`config.mk`:
```
export PLATFORM = sky130hd
export DESIGN_NAME = lemming_world
export DESIGN_NICKNAME = d
export VERILOG_FILES = /design/src/rtl/lemming_world.sv
export SDC_FILE = /design/constraint.sdc
export NUM_CORES = 1
export LEC_CHECK = 0
export ABC_AREA = 0
export CAP_MARGIN = 20
export CORE_MARGIN = 1
export CORE_UTILIZATION = 53
export DETAILED_ROUTE_END_ITERATION = 12
export GPL_TIMING_DRIVEN = 1
export PLACE_DENSITY_LB_ADDON = 0.08
export SYNTH_ARGS = -nofsm -noshare
export SYNTH_HDL_FRONTEND = slang
export SYNTH_SLANG_ARGS = --single-unit
```
`constraint.sdc`:
```
create_clock -name clk -period 5.2 [get_ports clk]
set_clock_uncertainty 0.2 [all_clocks]
set_input_delay 0.78 -clock clk [delete_from_list [all_inputs] [get_ports clk]]
set_output_delay 0.78 -clock clk [all_outputs]
set_load 0.005 [all_outputs]
```
`src/rtl/lemming_world.sv`:
```
// Closed-loop environment for a walking/falling lemming controller: a 1-D strip with end walls
// and fillable holes that produces bump/ground sensor values from the lemming's walk commands.
module lemming_world #(
  parameter int                 N_CELLS     = 16,
  parameter int                 START_POS   = 8,
  parameter logic [N_CELLS-1:0] HOLE_INIT   = 16'h0410,
  parameter int                 FALL_CYCLES = 3,
  localparam int                PW          = $clog2(N_CELLS)
) (
  input  logic               clk,
  input  logic               areset,
  input  logic               walk_left,
  input  logic               walk_right,
  input  logic               aaah,
  input  logic               load,
  input  logic [PW-1:0]      load_pos,
  input  logic [N_CELLS-1:0] load_holes,
  output logic               bump_left,
  output logic               bump_right,
  output logic               ground,
  output logic [PW-1:0]      pos,
  output logic               falling,
  output logic [7:0]         falls,
  output logic               protocol_err
);

  localparam int            TW        = $clog2(FALL_CYCLES + 1);
  localparam logic [PW-1:0] LAST_POS  = PW'(N_CELLS - 1);
  localparam logic [PW-1:0] RST_POS   = PW'(START_POS);
  localparam logic [TW-1:0] FALL_LOAD = TW'(FALL_CYCLES);

  typedef enum logic {
    ST_GROUND = 1'b0,
    ST_FALL   = 1'b1
  } state_t;

  state_t             state_q, state_d;
  logic [PW-1:0]      pos_q, pos_d;
  logic [N_CELLS-1:0] holes_q, holes_d;
  logic [TW-1:0]      timer_q, timer_d;
  logic [7:0]         falls_q, falls_d;
  logic               err_q, err_d;
  logic               step_left_s, step_right_s;

  // State register; reset aborts any fall and restores the original hole map.
  always_ff @(posedge clk or posedge areset) begin
    if (areset) begin
      state_q <= ST_GROUND;
      pos_q   <= RST_POS;
      holes_q <= HOLE_INIT;
      timer_q <= '0;
      falls_q <= 8'd0;
      err_q   <= 1'b0;
    end else begin
      state_q <= state_d;
      pos_q   <= pos_d;
      holes_q <= holes_d;
      timer_q <= timer_d;
      falls_q <= falls_d;
      err_q   <= err_d;
    end
  end

  // A step needs exactly one walk direction, no aaah, and room before the wall.
  always_comb begin
    step_left_s  = !aaah && walk_left && !walk_right && (pos_q != '0);
    step_right_s = !aaah && walk_right && !walk_left && (pos_q != LAST_POS);
  end

  // Next-state logic; load overrides movement, falling and error tracking.
  always_comb begin
    state_d = state_q;
    pos_d   = pos_q;
    holes_d = holes_q;
    timer_d = timer_q;
    falls_d = falls_q;
    err_d   = err_q;
    if (load) begin
      state_d = ST_GROUND;
      timer_d = '0;
      pos_d   = (load_pos > LAST_POS) ? LAST_POS : load_pos;
      holes_d = load_holes;
      err_d   = 1'b0;
    end else begin
      if (walk_left && walk_right) begin
        err_d = 1'b1;
      end else begin
        err_d = err_q;
      end
      case (state_q)
        ST_GROUND: begin
          if (holes_q[pos_q]) begin
            state_d = ST_FALL;
            timer_d = FALL_LOAD;
          end else if (step_left_s) begin
            pos_d = pos_q - PW'(1);
          end else if (step_right_s) begin
            pos_d = pos_q + PW'(1);
          end else begin
            pos_d = pos_q;
          end
        end
        ST_FALL: begin
          timer_d = timer_q - TW'(1);
          // Landing fills the hole the lemming fell through.
          if (timer_q == TW'(1)) begin
            state_d         = ST_GROUND;
            holes_d[pos_q]  = 1'b0;
            falls_d         = (falls_q == 8'hFF) ? falls_q : falls_q + 8'd1;
          end else begin
            state_d = ST_FALL;
          end
        end
        default: begin
          state_d = ST_GROUND;
          timer_d = '0;
        end
      endcase
    end
  end

  // Sensor outputs depend on registers only, so a Moore controller closes no combinational loop.
  always_comb begin
    ground       = (state_q == ST_GROUND) && !holes_q[pos_q];
    bump_left    = ground && (pos_q == '0);
    bump_right   = ground && (pos_q == LAST_POS);
    falling      = (state_q == ST_FALL);
    pos          = pos_q;
    falls        = falls_q;
    protocol_err = err_q;
  end

endmodule

```
==> reports/results.tsv <==
metric	value	unit
synthesis.instances	191	
most-common-layout-cells	clkdlybuf4s50_1, o21ai_0, nand2_1, dfrtp_1, inv_1	
flow.area_growth_from_synthesis	26.2	%
detail_route.drc_violations	0	
layout_commonest_cell	clkdlybuf4s50_1	
cp.required	4.22	ns
synth.top_cells.by_area	dfrtp_1, o21ai_0, nand2_1	
area.sequential	805	µm²
postCtsSetupRepairBufs	0	
global_route_wire_length_before_repair	6.38	mm
layout-drive-gt1-share	8.23	%
power.density	294	mW/mm²
cts_buffers	5	
synth.yosys.warnings	0	
number_of_antenna_violations_at_the_first_check_in_global_routing	0	
irDropWorstVdd	197	µV
pwr-share-clk	19.8	%
main_flop_type_after_synthesis	dfrtp_1	
worst_slew_pin_slew	0.814	ns
die_width	60.4	µm
die_h	60.4	µm
clk-insertion-delay-late	0.33	ns
comb_power_share	30.5	%
core_area	0.00315	mm²
fp-row-count	20	
die_area	0.00364	mm²
num_vias	1581	
count_of_flip_flops_with_a_built_in_enable_after_synthesis	0	
critical_path.cell_chain	mux4_1 -> or2_0 -> nand4_1 -> nand2_1 -> nor2_1 -> clkdlybuf4s50_1	
clk_root_buffer_cell	clkbuf_4	
run_status	complete, no violations	
power_switching_share	32.9	%
detail_route.wirelength	3.98	mm
detail_route.first_pass.iterations	4	
timing.max_cap.violations	0	
startpoint_of_the_most_critical_hold_path	holes_q[4]	
finalMaxSlewViolations	0	
holdWs	0.298	ns
num-nets-final	262	
maximum_number_of_pins_on_one_net_before_global_route_repair	44	
drt_iter0_markers	83	
grt_setup_unrepaired	false	
slowest_stage_delay_cp	0.72	ns
timing_worst_setup_path_type	reg -> out	
setup_violations	0	
htreeDepth	2	
worstSetupStartpointType	flip-flop	
tritoncts	built	
detail_placement_hpwl	2.88	mm
track_usage	24.3	%
synth_nets	222	
first_global_vias	1410	
initial_utilization	57.3	%
num_antenna_cells	0	
multi_input_logic_area	907	µm²
synth_top_cell_by_area	dfrtp_1	
cp_data_arrival_time	2.88	ns
p_switching	0.000220	W
layout_worst_path_cycle_share	74.2	%
wl_per_cell	14.5	µm
relSlewSlack	45.4	%
finalWeightedCongestion	0.875	
post_synth.cell_area_avg	9.45	µm²
postSynthRegisterBits	32	
critical_path.reg2reg.startpoint	pos[1]	
gr-total-overflow	0	
cts-hold-fix-buffers	0	
synth_top_cell_area_share	40.2	%
antenna_violating_nets_post_route	0	
report.final.hold_viol_count	0	
syn_area	0.00181	mm²
critical_path.startpoint	pos[1]	
ctsLongestPathBuffers	2	
timing.hold.worst.class	reg -> reg	
clkSlewWorstSetupHoldPaths	0.10	ns
final_period_minus_worst_setup_slack	3.86	ns
crit_slowest_cell	dfrtp_1	
worst-path-buf-inv	1	
n_fill_cell	255	
cellInternalPower	0.000449	W
via_per_inst	5.75	
synth.yosys.seq_area_share	44.6	%
synth.lib_cells_used.distinct	45	
setup.worst_path.end_class	output pin	
fmax	259	MHz
setup_total_negative_slack	0	ns
i_o_buffers	42	
asyncSetResetFlopFracSynth	100	%
power.static_leakage	0.969	nW
power_frac_seq	49.7	%
pin_count	43	
post_cts.resized_instances	0	
critical_path.top_delay_family	flip-flops	
cts.sinks	32	
worstPathMaxFanout	15	
==> layer usage <==
| metal | global-route usage [%] | wire (µm) |
|---|---|---|
| met5 | 0 | 0 |
| met4 | 9.97 | 56 |
| met3 | 6.82 | 230 |
| met2 | 38.9 | 1930 |
| met1 | 31.1 | 1760 |
==> sequential cells by signal (all words and copies together) (netlist names) <==
signal        flops
pos               4
timer_q           2
holes_q          16
protocol_err      1
falling           1
falls             8
==> cell usage after synthesis, types with 2 or more instances <==
cell type,n
o21ai_0,33
dfrtp_1,29
nand2_1,29
inv_1,8
nor2_1,7
mux2i_1,6
nand4_1,6
xnor2_1,5
buf_2,4
clkbuf_1,4
ha_1,4
o211ai_1,4
xor2_1,4
a21oi_1,3
and3_1,3
dfstp_2,3
nand2b_1,3
nand3_1,3
nor3_1,3
nor2b_1,2
nor4_1,2
o311ai_2,2
or2_0,2
==> power by group through the flow <==
stage	Combinational (W)	Sequential, W	Clock (W)
2_1_floorplan	0.000132	0.000317	0
3_3_place_gp	0.000198	0.000335	0
3_5_place_dp	0.000205	0.000337	0
4_1_cts	0.000206	0.000333	0.000134
5_1_grt	0.000231	0.000338	0.000146
6_report	0.000204	0.000333	0.000132
==> worst paths after layout <==
check                              to  slack [ns]  cells after the start
max                        bump_right        1.34                      6
min                        holes_q[4]        0.30                      2
max reg2reg                    pos[3]        2.27                      8
min reg2reg                holes_q[4]        0.30                      2
max in group asynchronous  holes_q[4]        3.84                      3
min in group asynchronous    falls[3]        0.63                      3
==> cell type report <==
cell class,instances,area share [%]
Inverter,8,1.32
Clock inverter,1,0.220
Tap cell,44,2.42
Timing Repair Buffer,44,19.1
Multi-Input combinational cell,140,39.8
Sequential cell,32,35.3
Clock buffer,6,1.81
==> logic make-up after synthesis <==
logic type	Yosys count	share of synthesized area, %
xor+xnor	9	4.37
mux	8	5.41
flops	32	44.6
compound gates	50	17.0
fa+ha+maj	5	3.88
buf+inv	19	5.20
simple gates	68	19.5
==> worst reg2reg max path: cells and delay by family, from the launching register on <==
| family | cells | cell delay (ns) |
|---|---|---|
| flops | 1 | 0.60 |
| compound gates | 3 | 0.59 |
| buf+inv | 1 | 0.08 |
| xor+xnor | 1 | 0.11 |
| fa+ha+maj | 1 | 0.28 |
| simple gates | 2 | 0.97 |
==> through the flow <==
stage	util (%)	std cells	cell area (µm²)	setup slack, ns	power, W
after floorplan	-	191	1810	2.58	0.000449
after global placement	70.8	268	2230	1.78	0.000533
after detailed placement	70.8	268	2230	1.73	0.000543
after CTS	72.3	275	2280	1.35	0.000672
after global routing	72.3	275	2280	1.16	0.000715
final	72.3	275	2280	1.34	0.000669
Note: power is estimated with default switching activity, not from simulation.
